===== src/rtl/sopc_run_ctrl.sv =====
// Run controller: async board reset -> staggered per-domain sync resets, then run-cycle count with halt/budget freeze.
// Latency: HOLD at 3rd edge after rst_n rises; domain i released HOLD_CYCLES+i*STAGGER edges later; all outputs registered.
// Backpressure: none; soft_rst_req > halt_req > run budget, evaluated every edge.
module sopc_run_ctrl #(
    parameter int N_DOM       = 2,
    parameter int HOLD_CYCLES = 10,
    parameter int STAGGER     = 2,
    parameter int CNT_W       = 32,
    parameter int RUN_LIMIT   = 50
) (
    input  logic             clk,
    input  logic             rst_n,
    input  logic             soft_rst_req,
    input  logic             halt_req,
    output logic [N_DOM-1:0] dom_rst,
    output logic             clk_en,
    output logic             running,
    output logic             halted,
    output logic [CNT_W-1:0] cycle_cnt
);

    localparam int REL_MAX = (N_DOM - 1) * STAGGER;
    localparam int HOLD_W  = (HOLD_CYCLES > 1) ? $clog2(HOLD_CYCLES) : 1;
    localparam int REL_W   = (REL_MAX > 0) ? $clog2(REL_MAX + 1) : 1;

    typedef enum logic [2:0] {
        ST_RESET,
        ST_HOLD,
        ST_RELEASE,
        ST_RUN,
        ST_HALT
    } state_t;

    state_t             state, state_nxt;
    logic [1:0]         rst_sync;
    logic               sync_rel;
    logic [HOLD_W-1:0]  hold_cnt, hold_nxt;
    logic [REL_W-1:0]   rel_cnt, rel_nxt, rel_inc;
    logic [N_DOM-1:0]   dom_nxt;
    logic [CNT_W-1:0]   cnt_nxt;
    logic               run_limit_hit;

    // Deassertion of rst_n becomes visible to the FSM two edges later.
    always_ff @(posedge clk or negedge rst_n) begin
        if (!rst_n) begin
            rst_sync <= 2'b00;
        end else begin
            rst_sync <= {rst_sync[0], 1'b1};
        end
    end

    assign sync_rel      = rst_sync[1];
    assign rel_inc       = rel_cnt + REL_W'(1);
    assign run_limit_hit = (RUN_LIMIT != 0) && (cycle_cnt == CNT_W'(RUN_LIMIT - 1));

    always_ff @(posedge clk or negedge rst_n) begin
        if (!rst_n) begin
            state     <= ST_RESET;
            hold_cnt  <= '0;
            rel_cnt   <= '0;
            dom_rst   <= '1;
            clk_en    <= 1'b1;
            running   <= 1'b0;
            halted    <= 1'b0;
            cycle_cnt <= '0;
        end else begin
            state     <= state_nxt;
            hold_cnt  <= hold_nxt;
            rel_cnt   <= rel_nxt;
            dom_rst   <= dom_nxt;
            clk_en    <= (state_nxt != ST_HALT);
            running   <= (state_nxt == ST_RUN);
            halted    <= (state_nxt == ST_HALT);
            cycle_cnt <= cnt_nxt;
        end
    end

    always_comb begin
        state_nxt = state;
        hold_nxt  = hold_cnt;
        rel_nxt   = rel_cnt;
        dom_nxt   = dom_rst;
        cnt_nxt   = cycle_cnt;

        case (state)
            ST_RESET: begin
                hold_nxt = '0;
                rel_nxt  = '0;
                if (sync_rel) begin
                    state_nxt = ST_HOLD;
                end
            end
            ST_HOLD: begin
                if (hold_cnt == HOLD_W'(HOLD_CYCLES - 1)) begin
                    state_nxt  = ST_RELEASE;
                    rel_nxt    = '0;
                    dom_nxt[0] = 1'b0;
                end else begin
                    hold_nxt = hold_cnt + HOLD_W'(1);
                end
            end
            ST_RELEASE: begin
                if (rel_cnt == REL_W'(REL_MAX)) begin
                    state_nxt = ST_RUN;
                    cnt_nxt   = '0;
                end else begin
                    rel_nxt = rel_inc;
                    // Domain i drops its reset on the edge where rel_cnt lands on i*STAGGER.
                    for (int i = 1; i < N_DOM; i++) begin
                        if (int'(rel_inc) == i * STAGGER) begin
                            dom_nxt[i] = 1'b0;
                        end
                    end
                end
            end
            ST_RUN: begin
                cnt_nxt = cycle_cnt + CNT_W'(1);
                if (halt_req || run_limit_hit) begin
                    state_nxt = ST_HALT;
                end
            end
            ST_HALT: begin
                state_nxt = ST_HALT;
            end
            default: begin
                state_nxt = ST_RESET;
                dom_nxt   = '1;
                cnt_nxt   = '0;
            end
        endcase

        // Software reset restarts the hold/release sequence from any post-reset state.
        if (soft_rst_req && (state != ST_RESET)) begin
            state_nxt = ST_HOLD;
            hold_nxt  = '0;
            rel_nxt   = '0;
            dom_nxt   = '1;
            cnt_nxt   = '0;
        end
    end

endmodule


===== config.mk =====
export PLATFORM = sky130hd
export DESIGN_NAME = sopc_run_ctrl
export DESIGN_NICKNAME = d
export VERILOG_FILES = /design/src/rtl/sopc_run_ctrl.sv
export SDC_FILE = /design/constraint.sdc
export NUM_CORES = 1
export LEC_CHECK = 0
export ABC_AREA = 1
export CAP_MARGIN = 20
export CELL_PAD_IN_SITES_DETAIL_PLACEMENT = 1
export CELL_PAD_IN_SITES_GLOBAL_PLACEMENT = 1
export CORE_MARGIN = 3
export CORE_UTILIZATION = 40
export DETAILED_ROUTE_END_ITERATION = 6
export PLACE_DENSITY_LB_ADDON = 0.1
export SLEW_MARGIN = 30
export SYNTH_ARGS = -nofsm -noshare
export SYNTH_HDL_FRONTEND = slang
export SYNTH_SLANG_ARGS = --single-unit

===== constraint.sdc =====
create_clock -name clk -period 1.56 [get_ports clk]
set_input_delay 0.156 -clock clk [delete_from_list [all_inputs] [get_ports clk]]
set_output_delay 0.156 -clock clk [all_outputs]
set_load 0.005 [all_outputs]

==> results.json, run 1 <==
{
  "yosysTopAreaCell": "dfrtp_1",
  "setup_viol": 40,
  "ios": 41,
  "cts-root-buf": "clkbuf_8",
  "num_vias": 3979,
  "gr-total-overflow": 0,
  "synth_cell_types": 36,
  "hpwl_um": 8390,
  "critPathLaunchType": "flip-flop",
  "wl_um": 15300,
  "io_buffers": 40,
  "place.gp.congestion": 0.938,
  "synth-seq-cells": 48,
  "grt_use_total_pct": 26.9,
  "leakagePower_nw": 2.26,
  "core-area_um2": 7450,
  "numCtsBuffers": 5,
  "post-synth-top-area-fraction_pct": 35.8,
  "die_w_um": 94.7,
  "slew_violations": 0,
  "grt_pass1_wl_um": 18500,
  "diodes": 0,
  "cts_tree": "done",
  "ys_seq_area_share_pct": 38.3,
  "worst_pin_slew_ns": 0.616,
  "num_rows": 31,
  "htreeDepth": 2,
  "die_height_um": 94.7,
  "path_clk_slew_ns": 0.10,
  "cts_num_sinks": 48,
  "drc_errors": 0,
  "routedWlPerCell_um": 22.6,
  "cts_buffer_depth": 2,
  "violations": "setup timing",
  "setup_tns_ns": -2.87,
  "pwr_density_cell_nw_per_um2": 512,
  "min_period_ns": 1.76,
  "antenna_found_initial": 0,
  "syn_to_final_growth_pct": 51.9,
  "synth_cells": 451,
  "netlist_area_um2": 3150,
  "regToRegSetupSlack_ns": -0.20,
  "rsz0062_at_grt": "true",
  "clock_latency_ns": 0.32,
  "cp-end-kind": "flip-flop",
  "dieArea_um2": 8970,
  "crit_fanout": 7,
  "yosysWarnings": 0,
  "grt_start_max_net_pins": 49,
  "route.antenna.remaining_nets": 0,
  "slew_headroom_pct": 58.7,
  "drtIter0Drc": 264,
  "critPathArrivalTime_ns": 1.96,
  "cp_data_required_time_ns": 1.76,
  "synth.top_cells.by_area": "dfrtp_1 36%, nand2_1 16%, nor2_1 7.2%",
  "fin_ws_ns": -0.201,
  "dr.pass1.iters": 5,
  "critPathKind": "flip-flop to flip-flop",
  "start_util_pct": 42.3,
  "maxCapViolCount": 0,
  "drive_above_1_share_pct": 34.3,
  "grt_pass1_vias": 3692,
  "nNetsFinal": 590,
  "timing.final.crit_share_pct": 113,
  "skew_ns": 0.00968,
  "viasPerCell": 5.85,
  "synth.avg_cell_area_um2": 6.98,
  "synth_nets": 461,
  "ir_drop_mv": 0.309,
  "fmax_mhz": 568,
  "hold_path_class": "input port to async pin",
  "status": "finished, violations left",
  "hold_viol": 0,
  "post-route-util_pct": 64.2
}
## cell type report
type,count,area (µm²)
sequential,48,1220
multi-input combinational,332,1920
timing repair buffer,129,1140
fill,944,2660
clock buffer,6,72.6
clock inverter,2,35.0
tap,99,124
inverter,64,264
## sequential cells by signal, summed over array words and instances, names as in the netlist
name,cells
cycle_cnt,32
hold_cnt,4
state,3
dom_rst,2
rel_cnt,2
rst_sync,2
clk_en,1
halted,1
running,1
## placed cells by master (no fill, tap or decap), types with 7 or more instances in the layout
| cell | n |
|---|---|
| nor2_2 | 16 |
| buf_4 | 79 |
| dfrtp_2 | 13 |
| nand2_4 | 7 |
| nor2_4 | 13 |
| o21ai_1 | 14 |
| nand2_1 | 122 |
| nand3_1 | 26 |
| nor2_1 | 39 |
| o21ai_0 | 10 |
| clkdlybuf4s50_1 | 37 |
| dfrtp_1 | 32 |
| nand4_1 | 16 |
| nand2_2 | 10 |
| inv_1 | 52 |
| inv_2 | 8 |
| a21oi_1 | 8 |
## through the flow
stage / hold WS, ns / std cells / worst slack, ns / cell area (µm²) / total power [mW]
floorplan: -0.140 / 451 / 0.0712 / 3150 / 1.35
global placement: 0.170 / 631 / -0.0373 / 4010 / 1.43
detailed placement: 0.172 / 631 / -0.102 / 4010 / 1.44
CTS: 0.371 / 646 / -0.00200 / 4200 / 2.37
global route: 0.374 / 680 / -0.310 / 4780 / 2.51
finish: 0.357 / 680 / -0.201 / 4780 / 2.45
## cells in the mapped netlist
cell type / instances
buf_2: 3
nand3_1: 30
o21ai_1: 2
nor2_2: 3
xor2_1: 2
ha_1: 6
or3_1: 1
and3_1: 2
a21oi_2: 2
nand4_1: 16
inv_4: 2
o21ai_0: 25
o211ai_1: 1
nor3_1: 7
conb_1: 1
a32o_1: 1
nand3_2: 4
nand2_4: 4
nor2_1: 60
nor3b_1: 1
nand2_2: 5
dfstp_2: 3
a31oi_1: 2
buf_6: 3
nor2_4: 5
inv_1: 58
nand3b_1: 3
a21oi_1: 12
dfrtp_1: 45
a2bb2oi_1: 1
inv_2: 4
nor3_2: 2
nand2_1: 132
clkbuf_1: 1
a22oi_2: 1
nor2_8: 1
## worst max-delay path, cell delays in order, from the launching register on
cell and delay [ns]:
dfrtp_2 0.48, nor2_4 0.17, nand2_4 0.08, nand2_4 0.10
nand3_4 0.11, nand2_8 0.12, clkinv_8 0.07, buf_4 0.14
buf_4 0.13, a31oi_1 0.16, nor2_1 0.06
## power by group
| group | internal, mW | switching (mW) |
|---|---|---|
| clock | 0.478 | 0.479 |
| sequential | 1.25 | 0.00850 |
| combinational | 0.0926 | 0.139 |
| total | 1.82 | 0.626 |
## path summary, 6_finish.rpt
path | startpoint | end | cells after the start
max | state[1] | cycle_cnt[17] | 10
min | rst_n | cycle_cnt[7] | 3
max reg2reg | state[1] | cycle_cnt[17] | 10
min reg2reg | rst_sync[0] | rst_sync[1] | 0
max in group asynchronous | rst_n | clk_en | 3
min in group clk | rst_sync[0] | rst_sync[1] | 0
## routing by layer
| layer | vias up | GRT usage (%) | wire length (µm) |
|---|---|---|---|
| met5 | - | 0 | 0 |
| met4 | 0 | 10.3 | 902 |
| met3 | 80 | 4.78 | 715 |
| met2 | 197 | 49.1 | 7890 |
| met1 | 2005 | 31.1 | 5840 |
| li1 | 1697 | - | - |
## repair_timing
action / in CTS / in global routing
endpoints found under the setup margin: 25 / 50
hold buffers: 1 / 0
hold endpoints to repair: 45 / 0
gates resized for setup: 13 / 105
pin swaps: 3 / 16
buffers inserted: 6 / 34
## cells by family (layout without fill, tap and decap cells)
kind of cell	after synthesis	after routing	share of synthesized area, %
compound gates	47	47	8.38
xor+xnor	2	2	0.556
fa+ha+maj	6	6	2.38
buf+inv	71	201	9.46
flops	48	48	38.3
other cells	1	1	0.119
simple gates	276	276	40.8
(Power assumes the default switching activity.)
==> run 2: changes to the inputs <==
Settings changed: CORE_UTILIZATION 40 to 30, CTS_CLUSTER_SIZE set to 16, GPL_ROUTABILITY_DRIVEN set to 0.
==> run 2 against run 1 <==
  * The run still ends with setup timing left
  * Maximum frequency is 11% higher
  * Largest power group unchanged
  * Flip-flop and latch count stayed put
  * Non-clock buffer count is 10 higher
  * Critical endpoint is now cycle_cnt[18]
==> results.json, run 2 (synthesis gave the netlist of run 1 again) <==
{
  "setup_tns_ns": -0.0518,
  "grt_pass1_vias": 3810,
  "hold_path_class": "input port to async pin",
  "grt_use_total_pct": 20.7,
  "num_vias": 3521,
  "nNetsFinal": 600,
  "antenna_found_initial": 0,
  "wl_um": 11800,
  "final_common_cell": "nand2_1",
  "cts_buffer_depth": 2,
  "die_height_um": 108,
  "num_rows": 36,
  "regToRegSetupSlack_ns": -0.03,
  "viasPerCell": 4.86,
  "diodes": 0,
  "final_cell_mix": "121 x nand2_1, 86 x buf_4, 50 x inv_1",
  "pwr_density_cell_nw_per_um2": 528,
  "drive_above_1_share_pct": 36.0,
  "critPathKind": "flip-flop to flip-flop",
  "dr.pass1.iters": 4,
  "cp-end-kind": "flip-flop",
  "setup_viol": 3,
  "slew_violations": 0,
  "regMostFlops": "cycle_cnt",
  "skew_ns": 0.00988,
  "leakagePower_nw": 2.37,
  "route.antenna.remaining_nets": 0,
  "rsz0062_at_grt": "true",
  "timing.final.crit_share_pct": 102,
  "cts_num_sinks": 48,
  "min_period_ns": 1.59,
  "dieArea_um2": 11800,
  "dpl.cell_count": 690,
  "path_clk_slew_ns": 0.10,
  "dp_slack_ns": -0.0758,
  "maxCapViolCount": 0,
  "final_cell_count_no_fill": 724,
  "nFillCells": 1266,
  "htreeDepth": 2,
  "hold_slack_ns": 0.340,
  "status": "finished, violations left",
  "cp_data_required_time_ns": 1.82,
  "worst_pin_slew_ns": 0.525,
  "grt_use_met2_pct": 37.1,
  "drtIter0Drc": 117,
  "use_met1_pct": 26.8,
  "grt-busiest-layer": "met2",
  "syn_to_final_growth_pct": 55.0,
  "numCtsBuffers": 5,
  "ios": 41,
  "drc_errors": 0,
  "gr-total-overflow": 0,
  "slew_headroom_pct": 65.0,
  "cts-root-buf": "clkbuf_8",
  "routedWlPerCell_um": 16.3,
  "fmax_mhz": 628,
  "critPathArrivalTime_ns": 1.85,
  "crit_fanout": 4,
  "critPathLaunchType": "flip-flop",
  "clock_latency_ns": 0.32,
  "ir_drop_mv": 0.343,
  "violations": "setup timing",
  "io_buffers": 40,
  "hold_viol": 0,
  "top_regs": "cycle_cnt (32), hold_cnt (4), state (3)",
  "use_met3_pct": 2.21,
  "largest_reg_flops": 32,
  "die_w_um": 108,
  "fin_ws_ns": -0.0329,
  "hpwl_um": 9080,
  "cts_tree": "done",
  "start_util_pct": 31.5,
  "grt_start_max_net_pins": 20,
  "core-area_um2": 10000,
  "grt_pass1_wl_um": 19000
}
## run 2: changes by cell type in the layout (fill, tap and decap cells not counted), moves of 4 or more
cell	before	now
nor3_2	5	1
nor2_4	13	9
nand3_2	5	9
nor2_2	16	21
buf_4	79	86
o21ai_0	10	15
buf_6	4	10
dlymetal6s2s_1	2	6
clkdlybuf4s50_1	37	32
## run 2: worst paths after layout
path | start | endpoint | depth (start not counted)
min in group clk | rst_sync[0] | rst_sync[1] | 0
worst min register to register | rst_sync[0] | rst_sync[1] | 0
worst max register to register | cycle_cnt[1] | cycle_cnt[18] | 10
max in group asynchronous | rst_n | cycle_cnt[13] | 3
worst max-delay path | cycle_cnt[1] | cycle_cnt[18] | 10
worst min-delay path | rst_n | cycle_cnt[20] | 2
## run 2: what timing repair did
action	4_1_cts	5_1_grt
pin swaps	1	22
hold endpoints to repair	15	0
setup buffers	10	15
hold buffers	1	0
gates resized for setup	12	100
setup endpoints to repair	20	56
## run 2: layout make-up
class	instances	area [µm²]	share of cell area, %
clock inverter	3	68.8	1.41
multi-input combinational	332	1870	38.3
sequential	48	1220	25.0
timing repair buffer	139	1230	25.2
tap	133	166	3.41
inverter	64	259	5.31
clock buffer	5	68.8	1.41
## run 2: worst max-delay path, stage by stage, from the launching register on
cell	delay [ns]
dfrtp_1	0.44
ha_2	0.22
nand3_2	0.08
inv_2	0.11
nand2_4	0.09
nor2_4	0.15
buf_4	0.15
nand2_1	0.06
o21ai_1	0.13
nand2_1	0.07
inv_1	0.06
## run 2: power breakdown
group          internal, mW  leakage (nW)  switching [mW]  total, mW
Clock                 0.646        0.0687           0.489       1.14
Combinational        0.0713          1.67           0.113      0.185
Sequential             1.25         0.628         0.00593       1.26
## run 2: layer usage
| metal | share of wire, % | routed length (µm) |
|---|---|---|
| met2 | 52 | 6140 |
| met5 | 0 | 0 |
| met1 | 44 | 5240 |
| met4 | 1.3 | 159 |
| met3 | 2.2 | 263 |
## run 2: per-stage QoR
step           power [mW]  util (%)  cell area, µm²
6_report             2.58      48.8            4880
5_1_grt              2.70      48.8            4880
4_1_cts              2.60      45.0            4500
3_5_place_dp         1.45      42.3            4230
3_3_place_gp         1.44      42.3            4230
2_1_floorplan        1.35         -            3150
==> run 3: changes to the inputs <==
Settings changed: CELL_PAD_IN_SITES_DETAIL_PLACEMENT 1 to 2, CELL_PAD_IN_SITES_GLOBAL_PLACEMENT 1 to 2, CORE_MARGIN 3 to unset.
==> run 3 against run 2 <==
  * The flow still finishes with violations (setup timing)
  * Non-clock buffer count is 26 lower
  * Maximum frequency decreased by 1.7%
  * Critical endpoint is now cycle_cnt[7]
  * Wire length is 11% higher
  * Sequential share of layout area is 0.80 points higher
  * Via count fell by 0.40%
  * Worst hold slack gained 0.017 ns
  * Largest power group is now the clock network
  * Final cell count shrank 3.2%
  * Register-to-register slack worse by 0.03 ns
==> results.json, run 3 (synthesis gave the netlist of run 1 again) <==
{
  "hold_viol": 0,
  "cp-end-kind": "flip-flop",
  "route.antenna.remaining_nets": 0,
  "grt_use_total_pct": 24.2,
  "dr.pass1.iters": 4,
  "clock_latency_ns": 0.31,
  "hold_path_class": "input port to async pin",
  "ir_drop_mv": 0.335,
  "top_regs": "cycle_cnt (32), hold_cnt (4), state (3)",
  "leakagePower_nw": 2.20,
  "htreeDepth": 2,
  "slew_violations": 0,
  "final_cell_mix": "122 x nand2_1, 58 x buf_4, 53 x inv_1",
  "skew_ns": 0.0170,
  "io_buffers": 40,
  "core-area_um2": 10200,
  "cp_cell_sequence": "buf_4 -> nor2_4 -> nand2_2 -> inv_1 -> o21ai_0 -> a22oi_2",
  "status": "finished, violations left",
  "slew_headroom_pct": 67.0,
  "hpwl_um": 9680,
  "grt_pass1_vias": 3902,
  "cts-root-buf": "clkbuf_8",
  "num_rows": 37,
  "die_height_um": 104,
  "cts_buffer_depth": 2,
  "nNetsFinal": 574,
  "cts_tree": "done",
  "p_total_mw": 2.75,
  "seq_area_um2": 1220,
  "violations": "setup timing",
  "diodes": 0,
  "antenna_found_initial": 0,
  "cp_data_required_time_ns": 1.80,
  "wl_um": 13200,
  "critPathBufInv": 2,
  "final_common_cell": "nand2_1",
  "timing.final.crit_share_pct": 104,
  "r2r-start": "state[2]",
  "critPathLaunchType": "flip-flop",
  "regMostFlops": "cycle_cnt",
  "ios": 41,
  "num_vias": 3507,
  "slowest_stage": "dfrtp_2",
  "cts_num_sinks": 48,
  "min_period_ns": 1.62,
  "drive_above_1_share_pct": 32.7,
  "crit_fanout": 6,
  "cp_top_family": "flip-flops",
  "fin_ws_ns": -0.0606,
  "hold_slack_ns": 0.357,
  "routedWlPerCell_um": 18.8,
  "critPathKind": "flip-flop to flip-flop",
  "multi_input_area_um2": 1890,
  "numCtsBuffers": 5,
  "maxCapViolCount": 0,
  "syn_to_final_growth_pct": 50.2,
  "setup_viol": 10,
  "worst_pin_slew_ns": 0.492,
  "slowest_delay_ns": 0.47,
  "largest_reg_flops": 32,
  "drc_errors": 0,
  "pwr_density_cell_nw_per_um2": 581,
  "path_clk_slew_ns": 0.11,
  "fmax_mhz": 617,
  "grt_pass1_wl_um": 20400,
  "die_w_um": 104,
  "start_util_pct": 30.8,
  "dieArea_um2": 10900,
  "nFillCells": 1175,
  "critPathArrivalTime_ns": 1.86,
  "rsz0062_at_grt": "true",
  "grt_start_max_net_pins": 49,
  "startpoint": "state[2]",
  "viasPerCell": 5.00,
  "gr-total-overflow": 0,
  "drtIter0Drc": 74
}
==> run 3: changes by cell type in the layout (fill, tap and decap cells not counted), sizes merged <==
cell           previous run  this run
dlymetal6s2s              6         3
clkinv                    0         1
dlygate4sd2               0         2
bufinv                    2         3
clkinvlp                  1         0
clkdlybuf4s50            32        33
buf                     100        74
inv                      64        63
==> run 3: through the flow <==
step	cell area [µm²]	setup TNS, ns	worst slack [ns]	util, %	instances
3_3_place_gp	4110	-0.197	-0.0600	40.1	674
6_report	4730	-0.320	-0.0606	46.2	701
4_1_cts	4400	-0.0965	-0.0407	43.0	689
3_5_place_dp	4110	-1.16	-0.100	40.1	674
2_1_floorplan	3150	0	0.0712	-	451
5_1_grt	4730	-2.29	-0.159	46.2	701
==> run 3: layer usage <==
layer	GRT usage (%)	up-vias	wire (µm)
met5	0	-	0
met4	5.71	0	262
met3	2.69	19	227
met2	47.7	49	7340
met1	27.2	1777	5320
li1	-	1662	-
==> run 3: report_power, final <==
part	total [mW]	internal, mW	switching [mW]	leakage [nW]
registers	1.26	1.25	0.00779	0.628
logic	0.185	0.0686	0.116	1.49
clock network	1.30	0.803	0.499	0.0784
total	2.75	2.12	0.623	2.20
==> run 3: path summary, 6_finish.rpt <==
kind | endpoint | slack (ns) | cells after the start
setup / recovery | cycle_cnt[7] | -0.06 | 6
hold / removal | cycle_cnt[21] | 0.36 | 3
setup reg to reg | cycle_cnt[7] | -0.06 | 6
hold reg to reg | rst_sync[1] | 0.36 | 0
max in group asynchronous | clk_en | 0.91 | 3
min in group clk | rst_sync[1] | 0.36 | 0
==> run 3: worst register-to-register path, stage by stage, from the launching register on <==
cell and delay [ns]:
dfrtp_2 0.47, buf_4 0.16, nor2_4 0.11, nand2_2 0.11
inv_1 0.30, o21ai_0 0.23, a22oi_2 0.18
==> run 3: layout make-up <==
| class | instances | area share [%] |
|---|---|---|
| clock buffers | 5 | 1.46 |
| clock inverters | 3 | 1.90 |
| inverters | 64 | 5.40 |
| multi-input cells | 332 | 39.9 |
| flip-flops and latches | 48 | 25.8 |
| well taps | 136 | 3.60 |
| repair buffers | 113 | 21.9 |
==> run 3: timing repair <==
item | CTS | global route
endpoints found under the setup margin | 35 | 51
endpoints found under the hold margin | 45 | 0
pin swaps | 6 | 20
hold buffers | 1 | 0
buffers inserted | 6 | 12
gates resized for setup | 30 | 82
